--- src/rtl/adc_sample_scheduler_if.sv ---
// ADC scheduler bundle: rate/channel config, SPI engine handshake,
// sample consumer handshake and sticky status flags.
interface adc_sample_scheduler_if #(
  parameter int DIV_WIDTH = 16
);
  logic                 enable;
  logic                 alt_mode;
  logic                 ch_cfg;
  logic [DIV_WIDTH-1:0] rate_div;
  logic                 clr_flags;
  logic                 conv_done;
  logic [11:0]          conv_data;
  logic                 start_read;
  logic                 ch_sel;
  logic                 busy;
  logic [11:0]          sample_data;
  logic                 sample_ch;
  logic                 sample_valid;
  logic                 sample_ready;
  logic                 overrun;
  logic                 timeout_err;

  modport master (
    output enable, alt_mode, ch_cfg, rate_div,
    output clr_flags, conv_done, conv_data,
    output sample_ready,
    input  start_read, ch_sel, busy,
    input  sample_data, sample_ch, sample_valid,
    input  overrun, timeout_err
  );

  modport slave (
    input  enable, alt_mode, ch_cfg, rate_div,
    input  clr_flags, conv_done, conv_data,
    input  sample_ready,
    output start_read, ch_sel, busy,
    output sample_data, sample_ch, sample_valid,
    output overrun, timeout_err
  );
endinterface

--- src/rtl/adc_sample_scheduler.sv ---
// Periodic ADC conversion scheduler with one-deep result register.
// Define ADC_SCHED_TIMEOUT_EN to abort conversions stuck in BUSY.
module adc_sample_scheduler #(
  parameter int DIV_WIDTH      = 16,
  parameter int TIMEOUT_CYCLES = 64
) (
  input logic                   clk,
  input logic                   reset,
  adc_sample_scheduler_if.slave bus
);

  typedef enum logic [1:0] {
    S_IDLE,
    S_START,
    S_BUSY,
    S_STORE
  } state_e;

  state_e               state_q, state_d;
  logic [DIV_WIDTH-1:0] cnt_q, cnt_d;
  logic                 tick;
  logic                 tmo;
  logic                 alt_q, alt_d;
  logic                 ch_q, ch_d;
  logic [11:0]          cap_q, cap_d;
  logic [11:0]          data_q, data_d;
  logic                 sch_q, sch_d;
  logic                 valid_q, valid_d;
  logic                 ovr_q, ovr_d;
  logic                 to_q, to_d;

  // >= keeps the timer from running away if rate_div shrinks mid-count
  assign tick = bus.enable && (cnt_q >= bus.rate_div);

  always_comb begin
    cnt_d = '0;
    if (bus.enable && !tick) begin
      cnt_d = cnt_q + 1'b1;
    end
  end

`ifdef ADC_SCHED_TIMEOUT_EN
  localparam int TW = $clog2(TIMEOUT_CYCLES + 1);

  logic [TW-1:0] tmo_q, tmo_d;

  always_comb begin
    tmo_d = '0;
    if (state_q == S_BUSY) begin
      tmo_d = tmo_q + 1'b1;
    end
  end

  assign tmo = (state_q == S_BUSY) &&
               (tmo_q == TW'(TIMEOUT_CYCLES - 1));

  always_ff @(posedge clk) begin
    if (reset) begin
      tmo_q <= '0;
    end else begin
      tmo_q <= tmo_d;
    end
  end
`else
  assign tmo = 1'b0;
`endif

  always_comb begin
    state_d = state_q;
    alt_d   = alt_q;
    ch_d    = ch_q;
    cap_d   = cap_q;
    data_d  = data_q;
    sch_d   = sch_q;
    valid_d = valid_q;
    ovr_d   = ovr_q;
    to_d    = to_q;
    if (bus.clr_flags) begin
      ovr_d = 1'b0;
      to_d  = 1'b0;
    end
    if (valid_q && bus.sample_ready) begin
      valid_d = 1'b0;
    end
    unique case (state_q)
      S_IDLE: begin
        if (tick) begin
          state_d = S_START;
          ch_d    = bus.alt_mode ? alt_q : bus.ch_cfg;
        end
      end
      S_START: begin
        state_d = S_BUSY;
      end
      S_BUSY: begin
        if (bus.conv_done) begin
          state_d = S_STORE;
          cap_d   = bus.conv_data;
        end else if (tmo) begin
          state_d = S_IDLE;
          to_d    = 1'b1;
        end
      end
      S_STORE: begin
        state_d = S_IDLE;
        data_d  = cap_q;
        sch_d   = ch_q;
        valid_d = 1'b1;
        if (valid_q && !bus.sample_ready) begin
          ovr_d = 1'b1;
        end
        if (bus.alt_mode) begin
          alt_d = ~alt_q;
        end
      end
      default: begin
        state_d = S_IDLE;
      end
    endcase
  end

  always_ff @(posedge clk) begin
    if (reset) begin
      state_q <= S_IDLE;
      cnt_q   <= '0;
      alt_q   <= 1'b0;
      ch_q    <= 1'b0;
      cap_q   <= '0;
      data_q  <= '0;
      sch_q   <= 1'b0;
      valid_q <= 1'b0;
      ovr_q   <= 1'b0;
      to_q    <= 1'b0;
    end else begin
      state_q <= state_d;
      cnt_q   <= cnt_d;
      alt_q   <= alt_d;
      ch_q    <= ch_d;
      cap_q   <= cap_d;
      data_q  <= data_d;
      sch_q   <= sch_d;
      valid_q <= valid_d;
      ovr_q   <= ovr_d;
      to_q    <= to_d;
    end
  end

  assign bus.start_read   = (state_q == S_START);
  assign bus.busy         = (state_q == S_START) ||
                            (state_q == S_BUSY);
  assign bus.ch_sel       = ch_q;
  assign bus.sample_data  = data_q;
  assign bus.sample_ch    = sch_q;
  assign bus.sample_valid = valid_q;
  assign bus.overrun      = ovr_q;
  assign bus.timeout_err  = to_q;

endmodule
--- src/flat_wrapper.sv ---
// flat-port wrapper written by rule: the top's interface ports become plain ports
module adc_sample_scheduler_flat 
#(
  parameter int DIV_WIDTH      = 16,
  parameter int TIMEOUT_CYCLES = 64
)
  (clk, reset, bus_enable, bus_alt_mode, bus_ch_cfg, bus_rate_div, bus_clr_flags, bus_conv_done, bus_conv_data, bus_sample_ready, bus_start_read, bus_ch_sel, bus_busy, bus_sample_data, bus_sample_ch, bus_sample_valid, bus_overrun, bus_timeout_err);
  adc_sample_scheduler_if #(.DIV_WIDTH(DIV_WIDTH)) bus_i ();
  input logic clk;
  input logic reset;
  input wire logic [$bits(bus_i.enable)-1:0] bus_enable;
  input wire logic [$bits(bus_i.alt_mode)-1:0] bus_alt_mode;
  input wire logic [$bits(bus_i.ch_cfg)-1:0] bus_ch_cfg;
  input wire logic [$bits(bus_i.rate_div)-1:0] bus_rate_div;
  input wire logic [$bits(bus_i.clr_flags)-1:0] bus_clr_flags;
  input wire logic [$bits(bus_i.conv_done)-1:0] bus_conv_done;
  input wire logic [$bits(bus_i.conv_data)-1:0] bus_conv_data;
  input wire logic [$bits(bus_i.sample_ready)-1:0] bus_sample_ready;
  output wire logic [$bits(bus_i.start_read)-1:0] bus_start_read;
  output wire logic [$bits(bus_i.ch_sel)-1:0] bus_ch_sel;
  output wire logic [$bits(bus_i.busy)-1:0] bus_busy;
  output wire logic [$bits(bus_i.sample_data)-1:0] bus_sample_data;
  output wire logic [$bits(bus_i.sample_ch)-1:0] bus_sample_ch;
  output wire logic [$bits(bus_i.sample_valid)-1:0] bus_sample_valid;
  output wire logic [$bits(bus_i.overrun)-1:0] bus_overrun;
  output wire logic [$bits(bus_i.timeout_err)-1:0] bus_timeout_err;
  assign bus_i.enable = bus_enable;
  assign bus_i.alt_mode = bus_alt_mode;
  assign bus_i.ch_cfg = bus_ch_cfg;
  assign bus_i.rate_div = bus_rate_div;
  assign bus_i.clr_flags = bus_clr_flags;
  assign bus_i.conv_done = bus_conv_done;
  assign bus_i.conv_data = bus_conv_data;
  assign bus_i.sample_ready = bus_sample_ready;
  assign bus_start_read = bus_i.start_read;
  assign bus_ch_sel = bus_i.ch_sel;
  assign bus_busy = bus_i.busy;
  assign bus_sample_data = bus_i.sample_data;
  assign bus_sample_ch = bus_i.sample_ch;
  assign bus_sample_valid = bus_i.sample_valid;
  assign bus_overrun = bus_i.overrun;
  assign bus_timeout_err = bus_i.timeout_err;
  adc_sample_scheduler #(.DIV_WIDTH(DIV_WIDTH), .TIMEOUT_CYCLES(TIMEOUT_CYCLES)) u_core (.clk(clk), .reset(reset), .bus(bus_i));
endmodule
--- config.mk ---
export PLATFORM = sky130hd
export DESIGN_NAME = adc_sample_scheduler_flat
export DESIGN_NICKNAME = d
export VERILOG_FILES = /design/src/rtl/adc_sample_scheduler_if.sv /design/src/rtl/adc_sample_scheduler.sv /design/src/flat_wrapper.sv
export SDC_FILE = /design/constraint.sdc
export NUM_CORES = 1
export LEC_CHECK = 0
export ABC_AREA = 1
export CORE_UTILIZATION = 45
export DETAILED_ROUTE_END_ITERATION = 10
export PLACE_DENSITY = 0.8
export SYNTH_ARGS = -nofsm -noshare
export SYNTH_HDL_FRONTEND = slang
export SYNTH_SLANG_ARGS = --single-unit
--- constraint.sdc ---
create_clock -name clk -period 1.8 [get_ports clk]
set_clock_uncertainty 0.1 [all_clocks]
set_input_delay 0.27 -clock clk [delete_from_list [all_inputs] [get_ports clk]]
set_output_delay 0.27 -clock clk [all_outputs]
set_load 0.1 [all_outputs]
==> out/summary.txt <==
status -> finished, violations left
failing checks -> negative setup slack
Core ar. -> 0.00485 mm^2
Net Sw Frac -> 34.9%
worst skew pair latency -> 0.31 ns
synthesized instance count -> 317
leak pwr -> 1.59 nW
Synth area leader -> dfxtp_1
R2R Setup Slk -> -0.01 ns
RSZ-0062 raised after global routing -> true
Power Density -> 876 mW/mm^2
Critical R2R Launch -> u_core.cnt_q[2]
max-slew violations -> 0
vias in the first global route -> 2131
I/O pins -> 55
FF+latch count, synth -> 47
syn_nets -> 374
sequential share of the synthesized area -> 40.4%
row count -> 25
M1 WL -> 2540 um
IR drop worst, VDD -> 0.857 mV
Initial DRC Count -> 113
first-pass GRT wire length -> 9060 um
Hold Fails Final Rpt -> 0
fin util -> 75.8%
critical path class -> in -> reg
Area after DPL -> 0.00319 mm^2
Avg Inst Size Synth -> 7.35 um^2
Arrival @ worst endpoint -> 1.93 ns
die area -> 0.00547 mm^2
vias per inst -> 4.98
Endpoint, Worst Hold -> u_core.bus.sample_data[10]
internal power -> 2.10 mW
critical path peak fanout -> 8
crit path time final -> 1.82 ns
R2R cell count -> 9
largest net degree at the start of global routing -> 30
clk buf depth -> 2
top cell type's share of synthesized area -> 40.4%
Setup violations, final -> 1
Worst Hold Path Cells -> 2
Detailed Routing Iterations Pass 1 -> 4
total gr overflow -> 0
# nets final -> 442
met3 WL -> 253 um
Yosys warnings -> 0
power share of the clock group -> 29.1%
layout cells sized above 1 -> 29.3%
crit path launch type -> primary input
routed len/inst -> 13.1 um
sequential share of power -> 38.2%
H-tree levels -> 2
Layout area overhead -> 57.7%
Final GP Congestion -> 0.786
Sink Count -> 47
Hold Crit Start -> u_core.cap_q[10]
Worst Hold Class -> reg -> reg
Cell variety after synth -> 28
RR Endpoint -> u_core.cnt_q[7]
Port-buffer cells -> 53
die height -> 74.0 um
DR vias -> 2256
Crit path required time -> 1.91 ns
uppermost routed layer -> met4
post-DP HPWL -> 3780 um
Final WS setup -> -0.0157 ns
Overall Global Routing Usage -> 21.9%
cts hold-fix bufs -> 0
post-route ant nets -> 0
CP endpoint kind -> register
fmax -> 551 MHz
sw power -> 1.12 mW
DRC Markers -> 0
dominant cells by area after synthesis -> dfxtp_1 40%, ha_1 11%, nor2_1 11%
Die Wd -> 74.0 um
pre-CTS WS -> -0.409 ns
Clk pin slew, worst setup/hold paths -> 0.09 ns
CTS tree -> yes
Antenna Cells -> 0
combinational power share -> 32.7%
CTS buffer count -> 5
Max-Cap Viols -> 0
clock root buffer -> clkbuf_8
drt total wl -> 5930 um
Finished Cell Area -> 0.00367 mm^2
initial antenna violation count -> 0
WL met2 -> 3020 um
final period utilization -> 101%
Initial Util -> 48.1%
mapped cell area -> 0.00233 mm^2
-- power groups by stage --
| stage | clock (mW) | sequential [mW] | combinational, mW |
|---|---|---|---|
| finish | 0.935 | 1.23 | 1.05 |
| global route | 0.982 | 1.24 | 1.11 |
| floorplan | 0 | 1.49 | 0.379 |
| detailed placement | 0 | 1.25 | 1.01 |
| global placement | 0 | 1.25 | 0.992 |
| CTS | 0.936 | 1.23 | 1.03 |
-- metrics by stage --
step / hold slack [ns] / setup TNS [ns] / total power [mW] / cells
2_1_floorplan: 0.239 / 0 / 1.87 / 317
3_3_place_gp: 0.354 / -4.99 / 2.24 / 442
3_5_place_dp: 0.372 / -6.13 / 2.27 / 442
4_1_cts: 0.391 / 0 / 3.20 / 450
5_1_grt: 0.415 / -0.232 / 3.34 / 453
6_report: 0.385 / -0.0157 / 3.22 / 453
-- synthesized netlist by cell type --
| cell type | number |
|---|---|
| a21oi_1 | 17 |
| a21oi_2 | 1 |
| a31o_2 | 1 |
| a31oi_1 | 1 |
| and3b_1 | 1 |
| buf_2 | 1 |
| buf_4 | 1 |
| clkbuf_1 | 7 |
| conb_1 | 1 |
| dfxtp_1 | 47 |
| ha_1 | 21 |
| inv_1 | 43 |
| inv_2 | 1 |
| nand2_1 | 45 |
| nand2_2 | 1 |
| nand3_1 | 7 |
| nand3_2 | 2 |
| nand4_1 | 6 |
| nor2_1 | 67 |
| nor2_2 | 3 |
| nor3_1 | 4 |
| nor3_4 | 1 |
| nor3b_1 | 3 |
| nor4_4 | 1 |
| o21ai_0 | 30 |
| or2_0 | 1 |
| xnor2_1 | 1 |
| xor2_1 | 2 |
-- logic make-up after synthesis --
| kind of cell | synth area share, % |
|---|---|
| AOI/OAI and AO/OA | 11.1 |
| xor gates and xnor gates | 1.13 |
| adders and majority gates | 11.3 |
| buffers and inverters | 8.75 |
| DFF | 40.4 |
| other | 0.161 |
| and+or+nand+nor | 27.2 |
-- layer usage --
layer,track usage [%],vias to the layer above
met2,39.8,69
met1,25.4,1033
li1,-,1141
met5,0,-
met4,8.55,0
met3,3.79,13
-- worst max-delay path by stage --
stage | from | end | depth (start not counted)
2_1_floorplan | u_core.state_q[1] | u_core.state_q[1] | 6
3_3_place_gp | bus_rate_div[15] | u_core.cnt_q[7] | 9
3_5_place_dp | bus_rate_div[7] | u_core.cnt_q[2] | 11
4_1_cts | bus_rate_div[9] | u_core.cnt_q[7] | 9
5_1_grt | bus_rate_div[14] | u_core.cnt_q[7] | 9
6_report | bus_rate_div[0] | u_core.cnt_q[7] | 10
-- area by class of cell --
type	count	area [um^2]
fillers	344	1170
repair buffers	70	847
inverters	44	165
multi-input cells	217	1480
flip-flops and latches	47	961
clock inverters	3	67.6
well taps	67	83.8
clock buffers	5	68.8
-- state kept, by name (all words and copies together), names as in the netlist --
signal and flops:
u_core.alt_q 1, u_core.bus.ch_sel 1, u_core.bus.overrun 1, u_core.bus.sample_ch 1
u_core.bus.sample_data 12, u_core.bus.sample_valid 1, u_core.cap_q 12, u_core.cnt_q 16
u_core.state_q 2
-- critical path: stages --
cell	delay, ns
clkdlybuf4s50_1	0.44
ha_4	0.27
nand4_1	0.14
nor2_2	0.14
nor2_1	0.05
nand2_1	0.07
nand2_1	0.07
nand4_1	0.15
buf_6	0.16
and3b_1	0.17
-- layout by cell type (no fill, tap or decap), drive strengths merged --
cell           synthesis  layout
clkinvlp               0       1
nand4                  6       6
dfxtp                 47      47
nor4                   1       1
inv                   44      44
a31oi                  1       1
a21oi                 18      18
nor2                  70      70
nand3                  9       9
bufinv                 0       2
nor3                   5       5
nand2                 46      46
buf                    2      35
clkbuf                 7       5
ha                    21      21
dlymetal6s2s           0       4
xnor2                  1       1
a31o                   1       1
xor2                   2       2
or2                    1       1
nor3b                  3       3
conb                   1       1
and3b                  1       1
dlygate4sd2            0       7
o21ai                 30      30
clkdlybuf4s50          0      24
-- timing repair --
| action | in CTS | in global routing |
|---|---|---|
| pin swaps | 21 | 27 |
| cloned | 0 | 0 |
| setup buffers | 0 | 3 |
| endpoints found under the setup margin | 8 | 19 |
| resized for setup | 33 | 50 |
Power figures use the tool's default switching activity.
